===== src/rtl/stream_prefetcher_if.sv =====
// Handshake/bus bundle of the stream prefetcher: the cache miss-path side
// (trigger, flush, lookup) and the memory arbiter side (read request/response).
// The slave modport is the prefetcher's view; master is the surrounding system.
interface stream_prefetcher_if #(
    parameter int ADDR_WIDTH = 32,
    parameter int LINE_BITS  = 256
);
    logic                  trigger;
    logic [ADDR_WIDTH-1:0] trigger_addr;
    logic                  flush;
    logic [ADDR_WIDTH-1:0] lookup_addr;
    logic                  lookup_consume;
    logic                  lookup_hit;
    logic [LINE_BITS-1:0]  lookup_data;
    logic                  busy;
    logic                  mem_read;
    logic [ADDR_WIDTH-1:0] mem_address;
    logic [LINE_BITS-1:0]  mem_rdata;
    logic                  mem_resp;

    modport master (
        output trigger, trigger_addr, flush, lookup_addr, lookup_consume,
        output mem_rdata, mem_resp,
        input  lookup_hit, lookup_data, busy, mem_read, mem_address
    );

    modport slave (
        input  trigger, trigger_addr, flush, lookup_addr, lookup_consume,
        input  mem_rdata, mem_resp,
        output lookup_hit, lookup_data, busy, mem_read, mem_address
    );
endinterface


===== src/rtl/stream_prefetcher.sv =====
// Sequential N-line stream prefetcher. A trigger starts fetching the DEPTH
// lines following the demand-miss line (one read outstanding at a time,
// never crossing a page) into a small fully-associative buffer that the
// cache probes combinationally and may consume from.
module stream_prefetcher #(
    parameter int ADDR_WIDTH = 32,
    parameter int LINE_BITS  = 256,
    parameter int DEPTH      = 4,
    parameter int PAGE_BITS  = 12
) (
    input  logic               clk,
    input  logic               rst,
    stream_prefetcher_if.slave bus
);
    localparam int LB = LINE_BITS / 8;
    localparam int PW = (DEPTH > 1) ? $clog2(DEPTH) : 1;
    localparam int CW = $clog2(DEPTH + 1);
    localparam logic [ADDR_WIDTH-1:0] LINE_MASK = ~ADDR_WIDTH'(LB - 1);
    localparam logic [ADDR_WIDTH-1:0] LINE_INC  = ADDR_WIDTH'(LB);

    typedef enum logic [1:0] {
        IDLE,
        FETCH,
        ABORT
    } state_t;

    state_t                r_state, w_state_nx;
    logic [ADDR_WIDTH-1:0] r_next_addr, w_next_addr_nx;
    logic [CW-1:0]         r_remaining, w_remaining_nx;
    logic [PW-1:0]         r_wr_ptr, w_wr_ptr_nx;
    logic                  r_pend_valid, w_pend_valid_nx;
    logic [ADDR_WIDTH-1:0] r_pend_addr, w_pend_addr_nx;

    logic [DEPTH-1:0]      r_valid;
    logic [ADDR_WIDTH-1:0] r_tag  [DEPTH];
    logic [LINE_BITS-1:0]  r_data [DEPTH];

    logic                  w_inv_all;
    logic                  w_write;
    logic                  w_start;
    logic [ADDR_WIDTH-1:0] w_start_src;
    logic [ADDR_WIDTH-1:0] w_start_next;
    logic                  w_start_cross;
    logic [ADDR_WIDTH-1:0] w_fetch_inc;
    logic                  w_fetch_cross;
    logic [ADDR_WIDTH-1:0] w_lookup_line;
    logic                  w_hit;
    logic [PW-1:0]         w_hit_idx;
    logic [LINE_BITS-1:0]  w_hit_data;

    // Stream start address and page-crossing tests for start and advance
    always_comb begin
        w_start_src   = (r_state == ABORT && !bus.trigger) ? r_pend_addr : bus.trigger_addr;
        w_start_next  = (w_start_src & LINE_MASK) + LINE_INC;
        w_start_cross = (w_start_next[ADDR_WIDTH-1:PAGE_BITS] != w_start_src[ADDR_WIDTH-1:PAGE_BITS]);
        w_fetch_inc   = r_next_addr + LINE_INC;
        w_fetch_cross = (w_fetch_inc[ADDR_WIDTH-1:PAGE_BITS] != r_next_addr[ADDR_WIDTH-1:PAGE_BITS]);
    end

    // Next-state and control decode; flush beats trigger, a (re)start is applied last
    always_comb begin
        w_state_nx      = r_state;
        w_next_addr_nx  = r_next_addr;
        w_remaining_nx  = r_remaining;
        w_wr_ptr_nx     = r_wr_ptr;
        w_pend_valid_nx = r_pend_valid;
        w_pend_addr_nx  = r_pend_addr;
        w_inv_all       = 1'b0;
        w_write         = 1'b0;
        w_start         = 1'b0;

        unique case (r_state)
            IDLE: begin
                if (bus.flush) begin
                    w_inv_all = 1'b1;
                end else if (bus.trigger) begin
                    w_start = 1'b1;
                end
            end
            FETCH: begin
                if (bus.flush) begin
                    w_inv_all       = 1'b1;
                    w_pend_valid_nx = 1'b0;
                    w_state_nx      = bus.mem_resp ? IDLE : ABORT;
                end else if (bus.mem_resp) begin
                    // A same-cycle trigger invalidates everything, so the response
                    // would be written only to be cleared; restarting directly is equivalent.
                    if (bus.trigger) begin
                        w_start = 1'b1;
                    end else begin
                        w_write        = 1'b1;
                        w_wr_ptr_nx    = (r_wr_ptr == PW'(DEPTH - 1)) ? '0 : r_wr_ptr + PW'(1);
                        w_remaining_nx = r_remaining - CW'(1);
                        w_next_addr_nx = w_fetch_inc;
                        if (w_remaining_nx == '0 || w_fetch_cross) begin
                            w_state_nx = IDLE;
                        end
                    end
                end else if (bus.trigger) begin
                    w_pend_valid_nx = 1'b1;
                    w_pend_addr_nx  = bus.trigger_addr;
                    w_state_nx      = ABORT;
                end
            end
            ABORT: begin
                if (bus.flush) begin
                    w_inv_all       = 1'b1;
                    w_pend_valid_nx = 1'b0;
                    if (bus.mem_resp) begin
                        w_state_nx = IDLE;
                    end
                end else begin
                    if (bus.trigger) begin
                        w_pend_valid_nx = 1'b1;
                        w_pend_addr_nx  = bus.trigger_addr;
                    end
                    if (bus.mem_resp) begin
                        if (bus.trigger || r_pend_valid) begin
                            w_start = 1'b1;
                        end else begin
                            w_state_nx = IDLE;
                        end
                    end
                end
            end
            default: begin
                w_state_nx = IDLE;
            end
        endcase

        if (w_start) begin
            w_inv_all       = 1'b1;
            w_next_addr_nx  = w_start_next;
            w_remaining_nx  = CW'(DEPTH);
            w_wr_ptr_nx     = '0;
            w_pend_valid_nx = 1'b0;
            w_state_nx      = w_start_cross ? IDLE : FETCH;
        end
    end

    // Control state register
    always_ff @(posedge clk or negedge rst) begin
        if (!rst) begin
            r_state      <= IDLE;
            r_next_addr  <= '0;
            r_remaining  <= '0;
            r_wr_ptr     <= '0;
            r_pend_valid <= 1'b0;
            r_pend_addr  <= '0;
        end else begin
            r_state      <= w_state_nx;
            r_next_addr  <= w_next_addr_nx;
            r_remaining  <= w_remaining_nx;
            r_wr_ptr     <= w_wr_ptr_nx;
            r_pend_valid <= w_pend_valid_nx;
            r_pend_addr  <= w_pend_addr_nx;
        end
    end

    assign w_lookup_line = bus.lookup_addr & LINE_MASK;

    // Fully-associative probe of the line buffer against pre-edge contents
    always_comb begin
        w_hit      = 1'b0;
        w_hit_idx  = '0;
        w_hit_data = '0;
        for (int unsigned i = 0; i < DEPTH; i++) begin
            if (r_valid[i] && r_tag[i] == w_lookup_line) begin
                w_hit      = 1'b1;
                w_hit_idx  = PW'(i);
                w_hit_data = r_data[i];
            end
        end
    end

    // Line buffer: invalidate-all dominates; a fill at the same index overrides a consume
    always_ff @(posedge clk or negedge rst) begin
        if (!rst) begin
            r_valid <= '0;
            for (int unsigned i = 0; i < DEPTH; i++) begin
                r_tag[i]  <= '0;
                r_data[i] <= '0;
            end
        end else if (w_inv_all) begin
            r_valid <= '0;
        end else begin
            if (bus.lookup_consume && w_hit) begin
                r_valid[w_hit_idx] <= 1'b0;
            end
            if (w_write) begin
                r_valid[r_wr_ptr] <= 1'b1;
                r_tag[r_wr_ptr]   <= r_next_addr;
                r_data[r_wr_ptr]  <= bus.mem_rdata;
            end
        end
    end

    assign bus.lookup_hit  = w_hit;
    assign bus.lookup_data = w_hit_data;
    assign bus.busy        = (r_state != IDLE);
    assign bus.mem_read    = (r_state != IDLE);
    assign bus.mem_address = r_next_addr;
endmodule


===== src/flat_wrapper.sv =====
// flat-port wrapper written by rule: the top's interface ports become plain ports
module stream_prefetcher_flat 
#(
    parameter int ADDR_WIDTH = 32,
    parameter int LINE_BITS  = 256,
    parameter int DEPTH      = 4,
    parameter int PAGE_BITS  = 12
)
  (clk, rst, bus_trigger, bus_trigger_addr, bus_flush, bus_lookup_addr, bus_lookup_consume, bus_mem_rdata, bus_mem_resp, bus_lookup_hit, bus_lookup_data, bus_busy, bus_mem_read, bus_mem_address);
  stream_prefetcher_if #(.ADDR_WIDTH(ADDR_WIDTH), .LINE_BITS(LINE_BITS)) bus_i ();
  input  logic clk;
  input  logic rst;
  input wire logic [$bits(bus_i.trigger)-1:0] bus_trigger;
  input wire logic [$bits(bus_i.trigger_addr)-1:0] bus_trigger_addr;
  input wire logic [$bits(bus_i.flush)-1:0] bus_flush;
  input wire logic [$bits(bus_i.lookup_addr)-1:0] bus_lookup_addr;
  input wire logic [$bits(bus_i.lookup_consume)-1:0] bus_lookup_consume;
  input wire logic [$bits(bus_i.mem_rdata)-1:0] bus_mem_rdata;
  input wire logic [$bits(bus_i.mem_resp)-1:0] bus_mem_resp;
  output wire logic [$bits(bus_i.lookup_hit)-1:0] bus_lookup_hit;
  output wire logic [$bits(bus_i.lookup_data)-1:0] bus_lookup_data;
  output wire logic [$bits(bus_i.busy)-1:0] bus_busy;
  output wire logic [$bits(bus_i.mem_read)-1:0] bus_mem_read;
  output wire logic [$bits(bus_i.mem_address)-1:0] bus_mem_address;
  assign bus_i.trigger = bus_trigger;
  assign bus_i.trigger_addr = bus_trigger_addr;
  assign bus_i.flush = bus_flush;
  assign bus_i.lookup_addr = bus_lookup_addr;
  assign bus_i.lookup_consume = bus_lookup_consume;
  assign bus_i.mem_rdata = bus_mem_rdata;
  assign bus_i.mem_resp = bus_mem_resp;
  assign bus_lookup_hit = bus_i.lookup_hit;
  assign bus_lookup_data = bus_i.lookup_data;
  assign bus_busy = bus_i.busy;
  assign bus_mem_read = bus_i.mem_read;
  assign bus_mem_address = bus_i.mem_address;
  stream_prefetcher #(.ADDR_WIDTH(ADDR_WIDTH), .LINE_BITS(LINE_BITS), .DEPTH(DEPTH), .PAGE_BITS(PAGE_BITS)) u_core (.clk(clk), .rst(rst), .bus(bus_i));
endmodule

===== config.mk =====
export PLATFORM = sky130hd
export DESIGN_NAME = stream_prefetcher_flat
export DESIGN_NICKNAME = d
export VERILOG_FILES = /design/src/rtl/stream_prefetcher_if.sv /design/src/rtl/stream_prefetcher.sv /design/src/flat_wrapper.sv
export SDC_FILE = /design/constraint.sdc
export NUM_CORES = 2
export LEC_CHECK = 0
export CORE_MARGIN = 8
export CORE_UTILIZATION = 50
export CTS_BUF_LIST = sky130_fd_sc_hd__clkbuf_4
export CTS_CLUSTER_SIZE = 14
export DETAILED_ROUTE_END_ITERATION = 12
export GPL_TIMING_DRIVEN = 0
export PLACE_DENSITY = 0.74
export SLEW_MARGIN = 20
export SYNTH_ARGS = -nofsm -noshare
export SYNTH_HDL_FRONTEND = slang
export SYNTH_SLANG_ARGS = --single-unit
export TNS_END_PERCENT = 20

===== constraint.sdc =====
create_clock -name clk -period 4.95 [get_ports clk]
set_input_delay 0.99 -clock clk [delete_from_list [all_inputs] [get_ports clk]]
set_output_delay 0.99 -clock clk [all_outputs]
set_load 0.1 [all_outputs]

Word-level counts from Yosys, hierarchy flattened. Cells that the tools add are included.

Muxes and demuxes: 81. $add $sub $neg: 4. Reductions and logical operators: 25. Equal/unequal tests: 21. Bitwise logic cells: 5. Order comparisons: 6.

Operators with widths (number): two-way mux 256 bit (5); bitwise mux 1024 bit (1); demux 256 bit (select 2 bit) (1); two-way mux 32 bit (11); bitwise mux 128 bit (1); equality test 32 bit (4); adder 32 x 6 -> 32 bit (second input constant) (2); demux 32 bit (select 2 bit) (1); one-hot mux 32 bit (2 select lines) (1); inequality test 20 bit (2); two-way mux 2 bit (19); two-way mux 1 bit (27); two-way mux 4 bit (4); two-way mux 3 bit (5); inequality test 5 x 4 -> 1 bit (second input constant) (2); logical AND 1 bit (9); inequality test 4 x 3 -> 1 bit (second input constant) (2); AND reduction 4 bit (2); nonzero test 2 bit (4); < comparator 2 x 3 -> 1 bit (second input constant) (2); inequality test 2 x 1 -> 1 bit (second input constant) (3); inequality test 2 bit (second input constant) (3); one-hot mux 2 bit (3 select lines) (1); AND reduction 6 bit (1); other kinds (24) (29).

Word-level logic and storage cells: 157. Output and inout port bits: 291. Register bits: 1228. Input port bits: 326.

Depth between registers and ports, before layout.
Depth in word-level cells: 16. Mapped depth: 16. Gate-level depth less buffers: 12.

Least setup slack after synthesis. OpenSTA, ideal clock, no wires.

Kind: in2out. From: in bus_lookup_addr[11]. To: out bus_lookup_data[135]. Path slack: -656 ps. Stages: 8. Arrival: 4616 ps. Required time: 3960 ps. Path buffers: 2. Cells stage by stage: xnor2_1 nand4_1 or4_1 nor2_2 buf_2 buf_1 a221oi_1 o21ai_0.

Cells in the longest elaborated chain, start to end: 6. Elaborated cells on any way between the ends: 12. Those cells by class: eq/ne (4); mux (4); reduce/logical (4).

Ends and longest elaborated chain: start, declared (RTL line flat_wrapper.sv:16) `input wire logic [$bits(bus_i.lookup_addr)-1:0] bus_lookup_addr;`; equality test 32 bit (RTL line stream_prefetcher.sv:168) `if (r_valid[i] && r_tag[i] == w_lookup_line) begin`; logical AND 1 bit (RTL line stream_prefetcher.sv:168); two-way mux 256 bit (3 in series) (RTL line stream_prefetcher.sv:168); two-way mux 256 bit (*) (RTL line stream_prefetcher.sv:168); end, declared (RTL line flat_wrapper.sv:21) `output wire logic [$bits(bus_i.lookup_data)-1:0] bus_lookup_data;`.

Mark *: on every way between the ends. The rest lies on a longest branch, timed or not.

Final worst setup path.
From: in bus_lookup_addr[25]. To: out bus_lookup_data[179].

The elaborated chain is that of the path after synthesis.

==> run_results.csv <==
group,metric,value,unit
grt,overflow,0,
drt,met3_length,16000,um
worst_setup_path,cp.arrival,4030,ps
synthesis,synth_flop_cell,"dfrtp_1",
worst_setup_path,reg2regPathDepth,16,
worst_setup_path,slowest_delay,610,ps
worst_setup_path,cp.required,3960,ps
synthesis,synth-xor-area-share,0.0206,
timing,finalMaxSlewViolations,0,
drt,drc,0,
floorplan,rows,120,
cts,htree_num_levels,5,
grt,antenna_found_initial,46,
timing,rsz0062_at_grt,"yes",
synthesis,synthDistinctLibCells,69,
floorplan,ioPinCount,617,
timing,setup_violations,42,
placed_design,placed_area,0.0620,sq mm
grt,grt_pass1_vias,41600,
synthesis,synth_compound_area_frac,0.104,
drt,drt_pass1_iterations,6,
final_layout,layout.cells.non_filler,6882,
worst_setup_path,worstReg2RegStart,"u_core.r_state[0]",
final_layout,drive_gt1_frac,0.413,
drt,routed_wl,168000,um
drt,wl_met1,69800,um
power,p_leak,32.3,nW
drt,wl_per_cell,24.4,um
placed_design,dp_hpwl,115000,um
outcome,outcome,"finished with violations",
synthesis,synth_top_area_share,0.555,
worst_setup_path,start_kind,"input port",
floorplan,core,0.107,sq mm
worst_setup_path,timing.rr.end,"u_core.bus.mem_address[29]",
timing,tightest_slew,1080,ps
final_layout,utilization,0.636,
synthesis,syn-cell-area,0.0540,sq mm
synthesis,ys_seq_area_frac,0.555,
final_layout,final_cell_area,0.0682,sq mm
timing,tns,-893,ps
power,power_density,396,mW/mm^2
worst_setup_path,cpMaxStageDelayCell,"clkdlybuf4s50_1",
grt,grt.total_usage,0.274,
timing,worst_slack,-68.0,ps
floorplan,die_h,345,um
synthesis,yosys_warnings,0,
outcome,violations,"setup timing",
drt,ant_nets,0,
timing,fmax,0.199,GHz
timing,min_period,5020,ps
timing,timing.slew.headroom,0.279,
final_layout,area_growth,26.2,%
final_layout,nNetsFinal,5596,
synthesis,synth_area_leaders,"dfrtp_1 (55%), mux2_2 (23%), a221oi_1 (4.2%)",
synthesis,synthAdderAreaFrac,0.00278,
hold_path,worstHoldPathType,"input port to async pin",
cts,clock_path_buffers,4,
placed_design,gp_congestion,0.900,
worst_setup_path,path_cells,"clkdlybuf4s50_1, xnor2_1, nand4_1, nor4_4, and2_1, buf_6, buf_8, buf_2, a221oi_1, o21ai_1, buf_6",
synthesis,synth-edff-count,0,
cts,cts_tree,"built",
synthesis,synth_cells,4291,
worst_setup_path,r2r_slack,350,ps
drt,viasPerCell,5.88,
worst_setup_path,cp_common_cell,"buf_6",
worst_setup_path,crit_fanout,10,
cts,clock_latency,1200,ps
timing,skew,103,ps
synthesis,yosysTopAreaCell,"dfrtp_1",
timing,finalCritPeriodShare,1.01,
floorplan,die_width,345,um
synthesis,synthSimpleGateAreaFrac,0.0426,
cts,cts_made_buffers,332,
worst_setup_path,worst_setup_path_end_kind,"output port",
job,maxCapViolCount,0,
worst_setup_path,path_buf_inv,5,
floorplan,start_util,0.504,
worst_setup_path,cp_top_family,"buffers and inverters",
drt,via_count,40500,
power,vdd_ir_drop_max,0.000505,V
timing,hold_violations,0,
placed_design,numPortBuffers,601,
synthesis,synth_mux_area_frac,0.247,
cts,cts_root_buffer,"clkbuf_4",
drt,drtIter0Drc,2946,
grt,grt_max_degree,155,
grt,grt_pass1_wl,252000,um
drt,wl_met2,77700,um
drt,highest_layer,"met5",
worst_setup_path,criticalPathCategory,"input port to output port",
timing,hold_slack,391,ps
synthesis,synth_top_family_by_area,"multiplexers",
floorplan,die-area,0.119,sq mm
synthesis,synth-seq-cells,1198,
placed_design,dp.cells,6307,
synthesis,async_flop_share,1.00,
synthesis,syn_area_per_cell,12.6,sq um
cts,cts.sinks,1198,
cts,clk_pin_slew,60,ps
==> sequential cells by signal, indices dropped and copies added, names as in the netlist <==
| register | cells |
|---|---|
| u_core.r_state | 2 |
| u_core.r_valid | 4 |
| u_core.r_remaining | 3 |
| u_core.r_pend_valid | 1 |
| u_core.r_pend_addr | 27 |
| u_core.r_tag | 108 |
| u_core.bus.mem_address | 27 |
| u_core.r_wr_ptr | 2 |
| u_core.r_data | 1024 |
==> per-stage QoR <==
stage	worst slack [ps]	power [mW]
final	-68.0	27.0
after global routing	-125	28.4
after CTS	-184	27.1
after detailed placement	-2420	18.5
after global placement	-51320	18.4
after floorplan	-656	16.6
==> area by class of cell <==
class / count / area, sq um
multi-input cells: 2742 / 23100
diodes: 35 / 87.6
repair buffers: 631 / 7080
well taps: 1403 / 1760
clock buffers: 478 / 3590
plain buffers: 333 / 2320
flip-flops and latches: 1198 / 30000
clock inverters: 42 / 275
inverters: 20 / 75.1
fillers: 8407 / 39000
==> power breakdown <==
group | internal (mW) | total [mW] | switching [mW]
logic | 2.47 | 5.06 | 2.59
registers | 12.0 | 13.4 | 1.43
clock network | 4.57 | 8.58 | 4.01
==> kinds of logic after synthesis <==
kind of cell | after synthesis
DFF | 1198
muxes | 1188
xor gates and xnor gates | 127
and+or+nand+nor | 518
buffers and inverters | 355
AOI/OAI and AO/OA | 892
adders and majority gates | 12
other | 1
==> timing repair <==
item | CTS | global route
cloned | 0 | 8
endpoints found under the setup margin | 257 | 258
hold buffers | 1 | 0
pin swaps | 93 | 105
hold endpoints to repair | 70 | 0
resized for setup | 2173 | 362
buffers inserted | 8 | 5
==> cells in the final DEF, fill, tap and decap left out, types with 30 or more instances in the layout <==
| cell | n |
|---|---|
| mux2_1 | 43 |
| nand3_1 | 31 |
| diode_2 | 35 |
| buf_12 | 46 |
| nor2_1 | 31 |
| xor2_1 | 59 |
| buf_2 | 104 |
| o21ai_0 | 250 |
| clkdlybuf4s50_1 | 339 |
| o21ai_2 | 50 |
| mux2_2 | 1113 |
| nand4_1 | 30 |
| buf_4 | 82 |
| nand2_1 | 344 |
| xnor2_1 | 63 |
| clkbuf_4 | 510 |
| buf_6 | 199 |
| clkbuf_1 | 81 |
| a221oi_1 | 235 |
| dfrtp_1 | 1198 |
| o21ai_1 | 254 |
==> worst max-delay path by stage <==
stage	endpoint	slack [ps]	cells after the start	startpoint
5_1_grt	bus_lookup_data[179]	-130	10	u_core.r_tag[101]
3_3_place_gp	u_core.r_data[348]	-51320	1	rst
6_report	bus_lookup_data[179]	-70	11	bus_lookup_addr[25]
3_5_place_dp	bus_lookup_data[205]	-2420	10	bus_lookup_addr[22]
4_1_cts	bus_lookup_data[135]	-180	10	u_core.r_tag[101]
2_1_floorplan	bus_lookup_data[141]	-660	8	bus_lookup_addr[11]
==> metal layers <==
layer  vias up  GRT usage
li1      17900          -
met1     20700      0.361
met2      1569      0.425
met3       314     0.0923
met4        30     0.0925
met5         -          0
==> cells in the mapped netlist, drive strengths merged, types with 4 or more instances <==
cell    count
nor2       32
nor3       11
o31ai       4
ha         12
xor2       59
xnor2      68
o41ai       4
clkbuf    200
or4         4
mux2     1156
nand4      30
o211ai      6
mux2i      32
o21ai     555
nand3      33
o22ai       5
nor4       22
a221oi    257
buf       135
dfrtp    1198
a31oi       7
and3       15
a21oi      19
nand2     346
and2        9
inv        20
nand2b      4
No activity file was read; power rests on OpenSTA's default activity.
